===== config.mk =====
export PLATFORM = sky130hd
export DESIGN_NAME = gpmc_host_master
export DESIGN_NICKNAME = d
export VERILOG_FILES = /design/src/rtl/gpmc_host_master.sv
export SDC_FILE = /design/constraint.sdc
export NUM_CORES = 1
export LEC_CHECK = 0
export CAP_MARGIN = 30
export CORE_ASPECT_RATIO = 0.5
export CORE_UTILIZATION = 43
export CTS_CLUSTER_SIZE = 10
export DETAILED_ROUTE_END_ITERATION = 8
export PLACE_DENSITY = 0.8
export SLEW_MARGIN = 40
export SYNTH_ARGS = -nofsm -noshare
export SYNTH_HDL_FRONTEND = slang
export SYNTH_SLANG_ARGS = --single-unit

===== constraint.sdc =====
create_clock -name clk -period 2.41 [get_ports clk]
set_input_delay 0.241 -clock clk [delete_from_list [all_inputs] [get_ports clk]]
set_output_delay 0.241 -clock clk [all_outputs]
set_load 0.01 [all_outputs]

===== src/rtl/gpmc_host_master.sv =====
`timescale 1ns/1ps
// Purpose: GPMC-style bus initiator issuing single async read/write cycles (10b addr, 16b data).
// Latency: accept-to-ready = 1+SETUP_CYC+STROBE_CYC+HOLD_CYC cycles (reads add TURN_CYC); rsp_valid at HOLD entry.
// Backpressure: cmd_ready is high only in IDLE; requester holds cmd_valid until accepted.
//
// Ports:
//   clk, rst                      clock (rising edge) and async active-high reset
//   cmd_valid/cmd_ready           request handshake; cmd_wr, cmd_addr, cmd_wdata latched on accept
//   rsp_valid, rsp_wr, rsp_rdata  one-cycle completion pulse, transaction type, captured read data
//   busy                          high whenever the FSM is not in IDLE
//   gpmc_a, gpmc_d_o, gpmc_d_oe   bus address, write data and its tristate enable
//   gpmc_d_i                      bus read data
//   gpmc_nwe, gpmc_nre            active-low write/read strobes
module gpmc_host_master #(
    parameter int SETUP_CYC  = 2,
    parameter int STROBE_CYC = 4,
    parameter int HOLD_CYC   = 2,
    parameter int TURN_CYC   = 1
) (
    input  logic        clk,
    input  logic        rst,
    input  logic        cmd_valid,
    output logic        cmd_ready,
    input  logic        cmd_wr,
    input  logic [9:0]  cmd_addr,
    input  logic [15:0] cmd_wdata,
    output logic        rsp_valid,
    output logic        rsp_wr,
    output logic [15:0] rsp_rdata,
    output logic        busy,
    output logic [9:0]  gpmc_a,
    output logic [15:0] gpmc_d_o,
    output logic        gpmc_d_oe,
    input  logic [15:0] gpmc_d_i,
    output logic        gpmc_nwe,
    output logic        gpmc_nre
);

    typedef enum logic [2:0] {
        IDLE   = 3'd0,
        SETUP  = 3'd1,
        STROBE = 3'd2,
        HOLD   = 3'd3,
        TURN   = 3'd4
    } state_t;

    // Phase counter load values: each phase runs until the counter reaches zero.
    localparam logic [3:0] SETUP_LD  = 4'(SETUP_CYC - 1);
    localparam logic [3:0] STROBE_LD = 4'(STROBE_CYC - 1);
    localparam logic [3:0] HOLD_LD   = 4'(HOLD_CYC - 1);
    localparam logic [3:0] TURN_LD   = (TURN_CYC == 0) ? 4'd0 : 4'(TURN_CYC - 1);

    state_t     state, state_nxt;
    logic [3:0] cnt, cnt_nxt;
    logic       wr_q;
    logic       accept;
    logic       strobe_done;

    // cmd_ready is a registered copy of "state is IDLE", so the handshake never
    // sees a combinational path from cmd_valid to any output.
    assign accept      = cmd_valid && cmd_ready;
    assign strobe_done = (state == STROBE) && (state_nxt == HOLD);

    always_comb begin
        state_nxt = state;
        cnt_nxt   = cnt;
        case (state)
            IDLE: begin
                if (accept) begin
                    state_nxt = SETUP;
                    cnt_nxt   = SETUP_LD;
                end
            end
            SETUP: begin
                if (cnt == 4'd0) begin
                    state_nxt = STROBE;
                    cnt_nxt   = STROBE_LD;
                end else begin
                    cnt_nxt = cnt - 4'd1;
                end
            end
            STROBE: begin
                if (cnt == 4'd0) begin
                    state_nxt = HOLD;
                    cnt_nxt   = HOLD_LD;
                end else begin
                    cnt_nxt = cnt - 4'd1;
                end
            end
            HOLD: begin
                if (cnt == 4'd0) begin
                    // Writes never need a turnaround: the host owns the bus.
                    if (wr_q || (TURN_CYC == 0)) begin
                        state_nxt = IDLE;
                        cnt_nxt   = 4'd0;
                    end else begin
                        state_nxt = TURN;
                        cnt_nxt   = TURN_LD;
                    end
                end else begin
                    cnt_nxt = cnt - 4'd1;
                end
            end
            TURN: begin
                if (cnt == 4'd0) begin
                    state_nxt = IDLE;
                end else begin
                    cnt_nxt = cnt - 4'd1;
                end
            end
            default: begin
                state_nxt = IDLE;
                cnt_nxt   = 4'd0;
            end
        endcase
    end

    // All outputs are registered from the next state so pin timing lines up
    // exactly with the state transitions.
    always_ff @(posedge clk or posedge rst) begin
        if (rst) begin
            state     <= IDLE;
            cnt       <= 4'd0;
            wr_q      <= 1'b0;
            cmd_ready <= 1'b0;
            busy      <= 1'b0;
            rsp_valid <= 1'b0;
            rsp_wr    <= 1'b0;
            rsp_rdata <= 16'h0000;
            gpmc_a    <= 10'h000;
            gpmc_d_o  <= 16'h0000;
            gpmc_d_oe <= 1'b0;
            gpmc_nwe  <= 1'b1;
            gpmc_nre  <= 1'b1;
        end else begin
            state     <= state_nxt;
            cnt       <= cnt_nxt;
            cmd_ready <= (state_nxt == IDLE);
            busy      <= (state_nxt != IDLE);

            if (accept) begin
                wr_q     <= cmd_wr;
                gpmc_a   <= cmd_addr;
                gpmc_d_o <= cmd_wdata;
            end

            // Data drive only for writes; released on the edge back to IDLE.
            if (accept) begin
                gpmc_d_oe <= cmd_wr;
            end else if ((state_nxt == IDLE) || (state_nxt == TURN)) begin
                gpmc_d_oe <= 1'b0;
            end

            // STROBE is only reachable through SETUP, so wr_q is already valid.
            gpmc_nwe <= !((state_nxt == STROBE) && wr_q);
            gpmc_nre <= !((state_nxt == STROBE) && !wr_q);

            // Read data sampled on the same edge the strobe rises.
            rsp_valid <= strobe_done;
            if (strobe_done) begin
                rsp_wr <= wr_q;
                if (!wr_q) begin
                    rsp_rdata <= gpmc_d_i;
                end
            end
        end
    end

endmodule


* Yosys cells after proc, flatten, opt, wreduce, memory -nomap -nowiden
Cells that the tools add are included.
** Cells by class
- Reductions and logical operators :: 15
- Muxes and demuxes :: 15
- Equal/unequal tests :: 9
- Add/subtract/negate cells :: 1
- Bitwise operators :: 1
** Operator list (number)
- $mux W4 :: 5
- $pmux W4 S5 :: 1
- $mux W3 :: 6
- $pmux W3 S5 :: 1
- $eq A3 B2 Y1 const B :: 4
- $eq A3 B3 Y1 const B :: 2
- $logic_not A3 Y1 :: 2
- $logic_and A1 B1 Y1 :: 4
- $logic_not A4 Y1 :: 1
- $ne A2 B2 Y1 const B :: 2
- $reduce_and A2 Y1 :: 2
- $sub A4 B1 Y4 const B :: 1
- $eq A3 B1 Y1 const B :: 1
- $logic_not A1 Y1 :: 3
- $reduce_bool A3 Y1 :: 1
- $mux W1 :: 2
- $reduce_bool A2 Y1 :: 1
- $logic_or A1 B1 Y1 :: 1
- $not A1 Y1 :: 1
** Word-level totals
- Input bits :: 46
- Word-level logic and storage cells :: 54
- Output and inout bits :: 49
- Flip-flop bits (word level) :: 57

* Logic depth before layout (Yosys ltp)
- Word-level depth :: 7
- Mapped depth :: 7
- Mapped depth without buffers :: 6

* Least setup slack after synthesis
Ideal clock, no wire load.
- Kind :: register -> register
- Start :: register cnt[0]
- End :: register rsp_rdata[0]
- Required time :: 2.283 ns
- Data arrival time :: 1.960 ns
- Path buffers :: 1
- Stages on the path, launching flop included :: 8
- Period minus slack after synthesis :: 2.087 ns
- Setup slack :: 0.323 ns
- Setup time :: 0.127 ns
- Path through :: dfrtp_1 inv_1 ha_1 or3b_1 or3_4 nor2_8 buf_6 mux2_1
** On the way
- Word-level cells in the longest chain between the ends :: 6
- Elaborated cells between the ends (all ways) :: 9
- Those cells by class :: 1 x eq/ne; 5 x mux; 3 x reduce/logical
** RTL lines
- start, declared :: RTL line 54 : logic [3:0] cnt, cnt_nxt;
- start signal, assigned :: RTL line 137 : cnt <= cnt_nxt;
- $logic_not A4 Y1 *
- $mux W3, on equally long branches
- $pmux W3 S5 * :: RTL line 67 : case (state)
- $eq A3 B2 Y1 * :: RTL line 62 : assign strobe_done = (state == STROBE) && (state_nxt == HOLD);
- $logic_and A1 B1 Y1 * :: RTL line 62
- $reduce_and A2 Y1 (no line) *
- end signal, assigned :: RTL line 163 : rsp_rdata <= gpmc_d_i;
- end, declared :: RTL line 29 : output logic [15:0] rsp_rdata,
Mark *: on every way between the ends. The rest lies on a longest branch, timed or not.
A chain may end at the register's enable or synchronous reset.

* Final worst setup path
- Start :: register cnt[0]
- End :: register rsp_rdata[13]
The elaborated chain is that of the path after synthesis.

==> results.toml <==
[status]
status = "complete, no violations"

[final_layout]
antenna_cells = 0
nNetsFinal = 321
post_layout_util_pct = 70.3
flow.area_growth_from_synthesis_pct = 52.7
drive_above_1_share_pct = 21.2
fill_cells = 392

[clocking]
insertion_delay_of_the_later_clocked_pin_in_the_worst_skew_pair_ns = 0.33
ctsHoldBuffers = 0
gates_resized_cts_repair = 0
tritoncts = "yes"
cts_post_setup_buffers_inserted = 0
root_buffer = "clkbuf_8"
cts_max_level = 3
clk_transition_reported_paths_ns = 0.06
ctsLongestPathBuffers = 2
numClockSinks = 57
cts_inserted_buffers = 9

[global_routing]
track_usage_pct = 18.2
number_of_global_route_vias_before_repair = 1689
globalRoute.totalOverflow = 0
grt_start_max_net_pins = 40
grt_pass1_wl_mm = 7.78
antenna_found_initial = 0

[worst_setup_path]
critical_path_class = "reg -> reg"
worst_ep_arrival_time_ns = 2.38
cp_launch_type = "flop"
cp_max_fo = 16
cp_slowest_stage_delay_ns = 0.42
crit_path_cell_trace = "inv_1 -> ha_1 -> or3b_1 -> or3_4 -> nor2_8 -> mux2_2"
ff2ff_setup_slack_ns = 0.25
cp.required_ns = 2.62
cp-end-kind = "flop"
critical-path-top-delay-family = "simple AND/OR/NAND/NOR gates"
worst_path_cell_with_the_longest_stage_delay = "or3_4"
cp_num_buf_inv = 1

[sta]
min_period_over_period_pct = 89.8
max_freq_ghz = 0.462
report.final.hold_viol_count = 0
max_slew.worst_pin.slew_ns = 0.780
total_count_of_max_transition_violations_in_the_final_report = 0
grt_setup_unrepaired = "false"
post-route-worst-setup-slack_ns = 0.245
min_cycle_time_layout_ns = 2.16
timing.clock.skew_ns = 0.00595
setup-violations-final = 0
timing.slew.headroom_pct = 47.9
final.setup.tns_ns = 0

[synthesis]
yosysWarningCount = 0
syn_area_per_cell_um2 = 13.8
synthesis.area_um2 = 2340
synth_seq_area_share_pct = 61.0
ys_ff_latch = 57
syn_inst = 170
syn-num-nets = 218
ys_types = 36

[routing]
detail_route.wirelength_mm = 4.95
remaining_drc_errors = 0
wl_on_met1_mm = 2.08
routed.top_layer = "met4"
viasPerCell = 4.99
drt_iter0_markers = 109
dr_wl_met2_mm = 2.53
firstDrtPassIters = 4
met3RoutedLength_um = 277
ant_nets = 0
route.vias.total = 1735
routed_wire_length_per_instance_um = 14.2

[min_path]
worstHoldPathType = "in -> async"

[placed_design]
pre_cts_slack_ns = 0.235
post_detailed_placement_half_perimeter_wirelength_mm = 3.68
gp_routability_congestion = 0.831
port_buffers = 94

[floorplan]
placeableCoreArea_um2 = 5090
design.portCount = 95
die_h_um = 54.2
row_count = 18
die-area_um2 = 5770
die_x_um = 106
initial_utilization_pct = 46.0

[power]
internal_portion_of_total_power_mw = 3.19
seq_pwr_share_pct = 37.2
p_comb_share_pct = 43.8
clockPowerShare_pct = 19.0
power_per_cell_area_nw_per_um2 = 1290
report.power.total_mw = 4.62
power.leakage_nw = 1.58
power.net_switching_mw = 1.43
vdd_ir_drop_max_mv = 0.646
switching_share_pct = 30.9

[run]
maxCapViolCount = 0
state kept, by name, indices dropped and copies added, names as in the netlist:
signal / count
gpmc_d_o: 16
rsp_rdata: 16
gpmc_a: 10
cnt: 4
state: 3
busy: 1
cmd_ready: 1
gpmc_d_oe: 1
gpmc_nre: 1
gpmc_nwe: 1
rsp_valid: 1
rsp_wr: 1
wr_q: 1
synth_stat cells, drive strengths merged:
cell type | n | area [um2]
a211oi | 1 | 7.51
a21o | 1 | 7.51
a21oi | 4 | 20.0
a22oi | 1 | 7.51
a31oi | 2 | 12.5
a32o | 2 | 20.0
a41o | 1 | 10.0
and3 | 4 | 25.0
buf | 2 | 15.0
clkbuf | 6 | 22.5
dfrtp | 55 | 1380
dfstp | 2 | 52.6
ha | 2 | 25.0
inv | 7 | 26.3
mux2 | 43 | 484
mux2i | 1 | 10.0
nand2 | 7 | 26.3
nand2b | 2 | 12.5
nand3 | 4 | 20.0
nor2 | 5 | 35.0
nor3 | 2 | 10.0
nor3b | 1 | 7.51
nor4 | 1 | 6.26
o2111a | 1 | 11.3
o211ai | 1 | 7.51
o21ai | 5 | 25.0
o32a | 1 | 10.0
or2 | 1 | 6.26
or3 | 2 | 17.5
or3b | 1 | 8.76
xnor2 | 1 | 8.76
xor2 | 1 | 8.76
routing by layer:
| layer | up-vias | GRT usage [%] |
|---|---|---|
| li1 | 808 | - |
| met1 | 865 | 21.7 |
| met2 | 56 | 31.0 |
| met3 | 6 | 5.45 |
| met4 | 0 | 9.26 |
| met5 | - | 0 |
worst reg2reg max path, stage by stage (launching register included):
cell and delay, ns:
dfrtp_1 0.40, inv_1 0.09, ha_1 0.15, or3b_1 0.36, or3_4 0.42, nor2_8 0.25, mux2_2 0.38
logic make-up after synthesis:
kind of cell,Yosys count,synth area share (%)
flip-flops,57,61.0
multiplexers,44,21.1
AND/OR/NAND/NOR,30,7.48
AO/OA/AOI/OAI,20,5.93
buffers and inverters,15,2.72
XOR/XNOR,2,0.748
adder cells (fa/ha/maj),2,1.07
power by group through the flow:
stage	Clock [mW]	Combinational [mW]	Sequential, mW
2_1_floorplan	0	0.808	1.87
3_3_place_gp	0	1.97	1.71
3_5_place_dp	0	2.03	1.73
4_1_cts	0.911	2.05	1.72
5_1_grt	0.946	2.20	1.78
6_report	0.879	2.02	1.72
per-stage QoR:
step / instances / hold WS (ns) / instance area (um2)
finish: 348 / 0.307 / 3580
global placement: 332 / 0.466 / 3380
CTS: 348 / 0.398 / 3580
floorplan: 170 / 0.376 / 2340
detailed placement: 332 / 0.477 / 3380
global route: 348 / 0.366 / 3580
final timing paths:
kind	start	end	cells after the start
max	cnt[0]$_DFFE_PP0P_	rsp_rdata[13]$_DFFE_PP0P_	6
min	rst	gpmc_d_o[7]$_DFFE_PP0P_	2
max reg2reg	cnt[0]$_DFFE_PP0P_	rsp_rdata[13]$_DFFE_PP0P_	6
min reg2reg	rsp_rdata[0]$_DFFE_PP0P_	rsp_rdata[0]$_DFFE_PP0P_	1
max in group asynchronous	rst	gpmc_a[9]$_DFFE_PP0P_	3
min in group clk	rsp_rdata[0]$_DFFE_PP0P_	rsp_rdata[0]$_DFFE_PP0P_	1
cell type report:
type	count	area (um2)	share of cell area, %
clock inverters	3	40.0	1.12
flip-flops and latches	57	1430	39.9
multi-input cells	98	851	23.8
repair buffers	100	986	27.5
clock buffers	13	159	4.44
inverters	7	27.5	0.769
well taps	70	87.6	2.45
cells in the final DEF (no fill, tap or decap), types with 2 or more instances in the layout:
cell,n
a32o_1,2
dfrtp_1,55
clkbuf_8,11
nor3_1,2
a31oi_1,2
clkdlybuf4s50_1,94
clkbuf_1,2
nor2_1,4
nand2b_1,2
ha_1,2
clkinv_2,3
nand2_1,7
mux2_1,10
a21oi_1,4
buf_4,6
inv_1,6
and3_1,4
dfstp_2,2
mux2_2,33
o21ai_0,5
nand3_1,4
(Power assumes the default switching activity.)
